`src/rtl/k16_front_panel.sv`:
```
// rtl/k16_front_panel.sv - K16 front-panel register responder; optional debounce via FRONT_PANEL_DEBOUNCE_EN
module k16_front_panel #(
    parameter logic [15:0] BASE            = 16'hFFF0,
    parameter int          DEBOUNCE_CYCLES = 50000
) (
    input  logic        clk,
    input  logic        reset,
    input  logic [15:0] address,
    input  logic [15:0] data_out,
    input  logic        write,
    output logic [15:0] rd_data,
    output logic        rd_hit,
    input  logic [15:0] sw_addr,
    input  logic [3:0]  sw_reg,
    input  logic [8:0]  btn,
    input  logic        btn_stop,
    output logic        stop,
    output logic [15:0] addr_leds,
    output logic [15:0] data_leds
);

    // K16 command codes: NONE, then one code per button in btn bit order
    localparam logic [15:0] CMD_NONE = 16'd0;

    localparam logic [2:0] OFF_ADDR_SW  = 3'd0;
    localparam logic [2:0] OFF_CTRL_SW  = 3'd1;
    localparam logic [2:0] OFF_ADDR_LED = 3'd2;
    localparam logic [2:0] OFF_DATA_LED = 3'd3;
    localparam logic [2:0] OFF_REG_SW   = 3'd4;

    // raw panel inputs packed as {btn_stop, btn, sw_reg, sw_addr}
    logic [29:0] sync1_q, sync1_d;
    logic [29:0] sync2_q, sync2_d;

    logic [15:0] sync_sw_addr;
    logic [3:0]  sync_sw_reg;
    logic [9:0]  sync_btn;
    logic [9:0]  deb_btn;

    logic        stop_q, stop_d;
    logic        stop_prev_q, stop_prev_d;
    logic [15:0] addr_leds_q, addr_leds_d;
    logic [15:0] data_leds_q, data_leds_d;
    logic [15:0] rd_data_q, rd_data_d;
    logic        rd_hit_q, rd_hit_d;

    logic [15:0] offset;
    logic        hit;
    logic [15:0] ctrl_code;

    // two-stage synchronizer next state for every asynchronous panel input
    always_comb begin
        sync1_d = {btn_stop, btn, sw_reg, sw_addr};
        sync2_d = sync1_q;
    end

    // two-stage synchronizer flops
    always_ff @(posedge clk or negedge reset) begin
        if (!reset) begin
            sync1_q <= '0;
            sync2_q <= '0;
        end else begin
            sync1_q <= sync1_d;
            sync2_q <= sync2_d;
        end
    end

    assign sync_sw_addr = sync2_q[15:0];
    assign sync_sw_reg  = sync2_q[19:16];
    assign sync_btn     = sync2_q[29:20];

`ifdef FRONT_PANEL_DEBOUNCE_EN
    localparam int TICK_W = $clog2(DEBOUNCE_CYCLES);
    localparam logic [TICK_W-1:0] TICK_LAST = TICK_W'(DEBOUNCE_CYCLES - 1);

    logic [TICK_W-1:0] tick_cnt_q, tick_cnt_d;
    logic [9:0]        sample_q, sample_d;
    logic [9:0]        deb_q, deb_d;
    logic              tick;
    logic [9:0]        agree;

    // free-running tick; a button bit only moves when two consecutive tick samples agree
    always_comb begin
        tick       = (tick_cnt_q == TICK_LAST);
        tick_cnt_d = tick ? '0 : tick_cnt_q + TICK_W'(1);
        agree      = ~(sync_btn ^ sample_q);
        sample_d   = sample_q;
        deb_d      = deb_q;
        if (tick) begin
            sample_d = sync_btn;
            deb_d    = (agree & sync_btn) | (~agree & deb_q);
        end
    end

    // debounce state flops
    always_ff @(posedge clk or negedge reset) begin
        if (!reset) begin
            tick_cnt_q <= '0;
            sample_q   <= '0;
            deb_q      <= '0;
        end else begin
            tick_cnt_q <= tick_cnt_d;
            sample_q   <= sample_d;
            deb_q      <= deb_d;
        end
    end

    assign deb_btn = deb_q;
`else
    logic unused_debounce_cycles;

    assign deb_btn                = sync_btn;
    assign unused_debounce_cycles = ^DEBOUNCE_CYCLES;
`endif

    // lowest-index pressed button selects the command code
    always_comb begin
        ctrl_code = CMD_NONE;
        for (int i = 8; i >= 0; i--) begin
            if (deb_btn[i]) begin
                ctrl_code = 16'(i + 1);
            end
        end
    end

    // stop pulse on the debounced rising edge of the STOP button
    always_comb begin
        stop_prev_d = deb_btn[9];
        stop_d      = deb_btn[9] & ~stop_prev_q;
    end

    // register window decode, LED writes and one-cycle read path
    always_comb begin
        offset      = address - BASE;
        hit         = (offset < 16'd5);
        addr_leds_d = addr_leds_q;
        data_leds_d = data_leds_q;
        rd_hit_d    = hit;
        rd_data_d   = 16'd0;
        if (write && hit && offset[2:0] == OFF_ADDR_LED) begin
            addr_leds_d = data_out;
        end
        if (write && hit && offset[2:0] == OFF_DATA_LED) begin
            data_leds_d = data_out;
        end
        if (hit) begin
            case (offset[2:0])
                OFF_ADDR_SW:  rd_data_d = sync_sw_addr;
                OFF_CTRL_SW:  rd_data_d = ctrl_code;
                OFF_ADDR_LED: rd_data_d = addr_leds_q;
                OFF_DATA_LED: rd_data_d = data_leds_q;
                OFF_REG_SW:   rd_data_d = {12'd0, sync_sw_reg};
                default:      rd_data_d = 16'd0;
            endcase
        end
    end

    // bus-facing and stop flops
    always_ff @(posedge clk or negedge reset) begin
        if (!reset) begin
            stop_q      <= 1'b0;
            stop_prev_q <= 1'b0;
            addr_leds_q <= '0;
            data_leds_q <= '0;
            rd_data_q   <= '0;
            rd_hit_q    <= 1'b0;
        end else begin
            stop_q      <= stop_d;
            stop_prev_q <= stop_prev_d;
            addr_leds_q <= addr_leds_d;
            data_leds_q <= data_leds_d;
            rd_data_q   <= rd_data_d;
            rd_hit_q    <= rd_hit_d;
        end
    end

    assign stop      = stop_q;
    assign addr_leds = addr_leds_q;
    assign data_leds = data_leds_q;
    assign rd_data   = rd_data_q;
    assign rd_hit    = rd_hit_q;

endmodule

```
`config.mk`:
```
export PLATFORM = sky130hd
export DESIGN_NAME = k16_front_panel
export DESIGN_NICKNAME = d
export VERILOG_FILES = /design/src/rtl/k16_front_panel.sv
export SDC_FILE = /design/constraint.sdc
export NUM_CORES = 1
export LEC_CHECK = 0
export CORE_MARGIN = 2
export CORE_UTILIZATION = 45
export DETAILED_ROUTE_END_ITERATION = 8
export PLACE_DENSITY = 0.77
export SLEW_MARGIN = 10
export SYNTH_ARGS = -nofsm -noshare
export SYNTH_HDL_FRONTEND = slang
export SYNTH_SLANG_ARGS = --single-unit
export TNS_END_PERCENT = 30
```
`constraint.sdc`:
```
create_clock -name clk -period 1.8 [get_ports clk]
set_clock_uncertainty 0.05 [all_clocks]
set_input_delay 0.36 -clock clk [delete_from_list [all_inputs] [get_ports clk]]
set_output_delay 0.36 -clock clk [all_outputs]
set_load 0.01 [all_outputs]
```
==> metrics.sh <==
LAYOUT_MIN_CYCLE_TIME_NS=1.76
PLACE_CONGESTION=0.805
CTS_BUFFERS=9
ANT_NETS=0
ROWS=34
POST_DP_CELL_AREA_SQ_MM=0.00534
CTSLONGESTPATHBUFFERS=2
SYNTH_CELLS=246
SYNTH.AVG_CELL_AREA_SQ_UM=16.0
DRT_FIRST_ITER_VIOLATIONS=82
CLKLATENCYLATEPIN_NS=0.36
CTS-HTREE-LEVELS=3
MAX-CAP-VIOLATIONS=0
FINAL_COUNT_OF_HOLD_TIMING_VIOLATIONS=0
FIRST_GLOBAL_VIAS=2601
SEQUENTIALPOWERSHARE_PCT=60.9
DETAILEDPLACEMENTHPWL_MM=5.99
INTERNAL_POWER_mW=3.29
YOSYS_WARNINGS=0
POST-SYNTH-TOP-COUNT-CELL='sky130_fd_sc_hd__dfrtp_1'
SYNTH_AREA_LEADERS='sky130_fd_sc_hd__dfrtp_1, sky130_fd_sc_hd__mux2_2, sky130_fd_sc_hd__mux2_4'
PROPORTION_OF_LAYOUT_CELLS_WITH_A_DRIVE_SUFFIX_ABOVE_1_PCT=23.1
GRT_START_MAX_NET_PINS=39
INITIAL_ANTENNA_VIOLATION_COUNT=0
YOSYSSEQAREASHARE_PCT=70.6
TIMING_WORST_SETUP_PATH_TYPE='in2reg'
IO-PIN-COUNT=115
FINAL_WORST_HOLD_SLACK_NS=0.303
POWER_PER_CELL_AREA_mW_PER_MM2=759
REPORT.FINAL.SETUP_VIOL=0
WORSTPATHCELLLIST='clkdlybuf4s50_1 > nand2_1 > nor4_4 > nand4_4 > clkbuf_16 > mux2_4'
YOSYS.AREA.TOP_TYPE_SHARE_PCT=70.6
WORST_SETUP_PATH_START_KIND='input pin'
POST-ROUTE-DRC-COUNT=0
ANTENNA_DIODE_COUNT=0
RELATIVE_MAX_TRANSITION_MARGIN_PCT=68.0
SYNTH.LARGEST_AREA_CELL='sky130_fd_sc_hd__dfrtp_1'
POWER.NET_SWITCHING_mW=0.956
P_CLK_SHARE_PCT=31.6
NETLIST-CELL-TYPE-COUNT=32
AVGVIACOUNTPERCELL=4.98
SYNTH_FLOP_CELL='sky130_fd_sc_hd__dfrtp_1'
SYNTH.TOP_CELLS.BY_COUNT='sky130_fd_sc_hd__dfrtp_1, sky130_fd_sc_hd__mux2_2, sky130_fd_sc_hd__nor2_1'
CRITPATHSLOWESTCELL='sky130_fd_sc_hd__clkdlybuf4s50_1'
TIMING_MAX_TRANSITION_VIOLATIONS_FINAL=0
CRITPATHMAXFANOUT=8
ACHIEVABLE-FREQUENCY_GHz=0.567
WORST_IR_DROP_VDD_V=0.000487
CP.REQUIRED_NS=2.01
YOSYS_REGISTER_BITS=111
WORSTSETUPENDPOINTTYPE='flip-flop'
TIMING_WORST_SLEW_PIN_VALUE_NS=0.480
TOTAL_LEAKAGE_POWER_nW=2.63
ROUTED_WIRE_LENGTH_PER_INSTANCE_UM=17.0
DR.PASS1.ITERS=4
GRT.OVERFLOW.TOTAL=0
FILLCELLCOUNT=624
FIN_AREA_SQ_MM=0.00559
FP.COREAREA_SQ_MM=0.00859
PWR-SHARE-COMB_PCT=7.5
AREA_OF_THE_MAPPED_NETLIST_SQ_MM=0.00394
DIE_W_UM=97.5
INITIAL_UTILIZATION_PCT=45.8
ASYNCSETRESETFLOPFRACSYNTH_PCT=100
WORST-ENDPOINT-ARRIVAL_NS=1.97
TOTAL_WIRELENGTH_OF_THE_DETAILED_ROUTED_DESIGN_MM=8.38
CLOCK_TREE.ROOT_CELL='sky130_fd_sc_hd__clkbuf_8'
MIN-DELAY-PATH-CLASS='reg2reg'
FLOORPLAN.DIE.HEIGHT_UM=97.5
GRT_SETUP_UNREPAIRED='yes'
NUMPORTBUFFERS=114
LAYOUT.NETS=446
TIMING.FINAL.CRIT_SHARE_PCT=98.0
CTS_NUM_SINKS=111
FIRST_PASS_GRT_WIRE_LENGTH_MM=13.6
DIE_AREA_SQ_MM=0.00951
DR_TOTAL_VIAS=2453
GRTUSAGETOTAL_PCT=18.4
TOTAL_NEG_SETUP_SLACK_NS=0
CLKTRANSATPATHREGS_NS=0.10
COUNT_OF_FLIP_FLOPS_WITH_A_BUILT_IN_ENABLE_AFTER_SYNTHESIS=0
POWER.SHARE.SWITCHING_PCT=22.5
MAX_STAGE_DELAY_NS=0.45
POSTSYNTHNETCOUNT=311
AREA.GROWTH.SYNTH_TO_FINAL_PCT=42.2
TRITONCTS_CLOCK_TREE='built'
STATUS='complete, no violations'
UTILIZATION_PCT=65.1
[cell usage in the layout (no fill, tap or decap)]
cell	count
sky130_fd_sc_hd__a2111o_1	1
sky130_fd_sc_hd__a21oi_1	6
sky130_fd_sc_hd__a22oi_1	14
sky130_fd_sc_hd__buf_12	4
sky130_fd_sc_hd__buf_4	14
sky130_fd_sc_hd__buf_6	1
sky130_fd_sc_hd__clkbuf_16	1
sky130_fd_sc_hd__clkbuf_8	10
sky130_fd_sc_hd__clkdlybuf4s50_1	105
sky130_fd_sc_hd__clkinv_4	1
sky130_fd_sc_hd__clkinvlp_4	3
sky130_fd_sc_hd__dfrtp_1	111
sky130_fd_sc_hd__dlygate4sd3_1	1
sky130_fd_sc_hd__dlymetal6s2s_1	8
sky130_fd_sc_hd__inv_1	4
sky130_fd_sc_hd__inv_8	1
sky130_fd_sc_hd__mux2_2	35
sky130_fd_sc_hd__mux2_4	11
sky130_fd_sc_hd__mux2i_1	5
sky130_fd_sc_hd__nand2_1	2
sky130_fd_sc_hd__nand2b_1	2
sky130_fd_sc_hd__nand3_2	1
sky130_fd_sc_hd__nand3b_1	1
sky130_fd_sc_hd__nand4_1	2
sky130_fd_sc_hd__nand4_4	1
sky130_fd_sc_hd__nand4b_1	2
sky130_fd_sc_hd__nand4b_4	2
sky130_fd_sc_hd__nor2_1	19
sky130_fd_sc_hd__nor2b_1	2
sky130_fd_sc_hd__nor3_1	2
sky130_fd_sc_hd__nor4_4	2
sky130_fd_sc_hd__o211ai_1	1
sky130_fd_sc_hd__o21a_1	1
sky130_fd_sc_hd__o21ai_0	4
sky130_fd_sc_hd__o22ai_1	1
sky130_fd_sc_hd__o32a_1	1
sky130_fd_sc_hd__or2_2	1
sky130_fd_sc_hd__or2b_4	1
sky130_fd_sc_hd__or3_1	1
[logic make-up (layout without fill, tap and decap cells)]
kind of cell	Yosys count	in the layout	share of synthesized area, %
AOI/OAI and AO/OA	29	29	5.02
DFF	111	111	70.6
muxes	51	51	15.5
and+or+nand+nor	41	41	7.09
buffers and inverters	14	153	1.81
[registers in the layout (all words and copies together), names as in the netlist]
register	cells
stop	1
rd_data	16
data_leds	16
rd_hit	1
addr_leds	16
sync2_q	30
stop_prev_q	1
sync1_q	30
[power by group through the flow]
stage	clock network [mW]	registers, mW	logic (mW)
floorplan	0	2.63	0.0712
global placement	0	2.63	0.315
detailed placement	0	2.63	0.321
CTS	1.38	2.58	0.327
global route	1.49	2.59	0.348
finish	1.34	2.58	0.319
[path summary, 6_finish.rpt]
kind / slack [ns] / end / start / cells past startpoint
min in group asynchronous: 0.45 / sync1_q[16] / reset / 2
max reg2reg: 0.35 / rd_data[3] / sync2_q[22] / 4
min reg2reg: 0.30 / sync2_q[26] / sync1_q[26] / 0
max in group asynchronous: 0.64 / rd_data[4] / reset / 3
max: 0.04 / data_leds[8] / address[4] / 6
min: 0.30 / sync2_q[26] / sync1_q[26] / 0
[metal layers]
layer  vias to the layer above  share of wire (%)  routed length [um]  track usage [%]
met5                         -                  0                   0                0
met4                         0                2.0                 166             6.52
met3                        11                5.0                 422             4.89
met2                        79                 51                4280             30.1
met1                      1230                 42                3510             23.8
li1                       1133                  -                   -                -
[stage by stage]
stage | instances | power, mW | worst slack, ns
floorplan | 246 | 2.70 | 0.0918
global placement | 476 | 2.95 | -0.422
detailed placement | 476 | 2.95 | -0.504
CTS | 492 | 4.30 | -0.00187
global route | 493 | 4.43 | -0.0115
finish | 493 | 4.24 | 0.0352
[area by class of cell]
type | instances | area [sq um] | share of cell area (%)
Multi-Input combinational cell | 121 | 1100 | 19.7
Tap cell | 108 | 135 | 2.42
Inverter | 4 | 15.0 | 0.268
Clock buffer | 10 | 138 | 2.46
Clock inverter | 5 | 42.5 | 0.760
Sequential cell | 111 | 2780 | 49.7
Timing Repair Buffer | 134 | 1380 | 24.7
[worst max-delay path: cells and delay by family]
| kind | cells | cell delay, ns |
|---|---|---|
| multiplexers | 1 | 0.30 |
| AND/OR/NAND/NOR | 3 | 0.64 |
| buffers and inverters | 2 | 0.67 |
[timing repair]
item	4_1_cts	5_1_grt
pin swaps	2	4
hold endpoints to repair	34	0
cloned	0	1
buffers inserted	0	0
hold buffers	1	0
gates resized for setup	4	9
setup endpoints to repair	29	35
No activity file was read; power rests on OpenSTA's default activity.
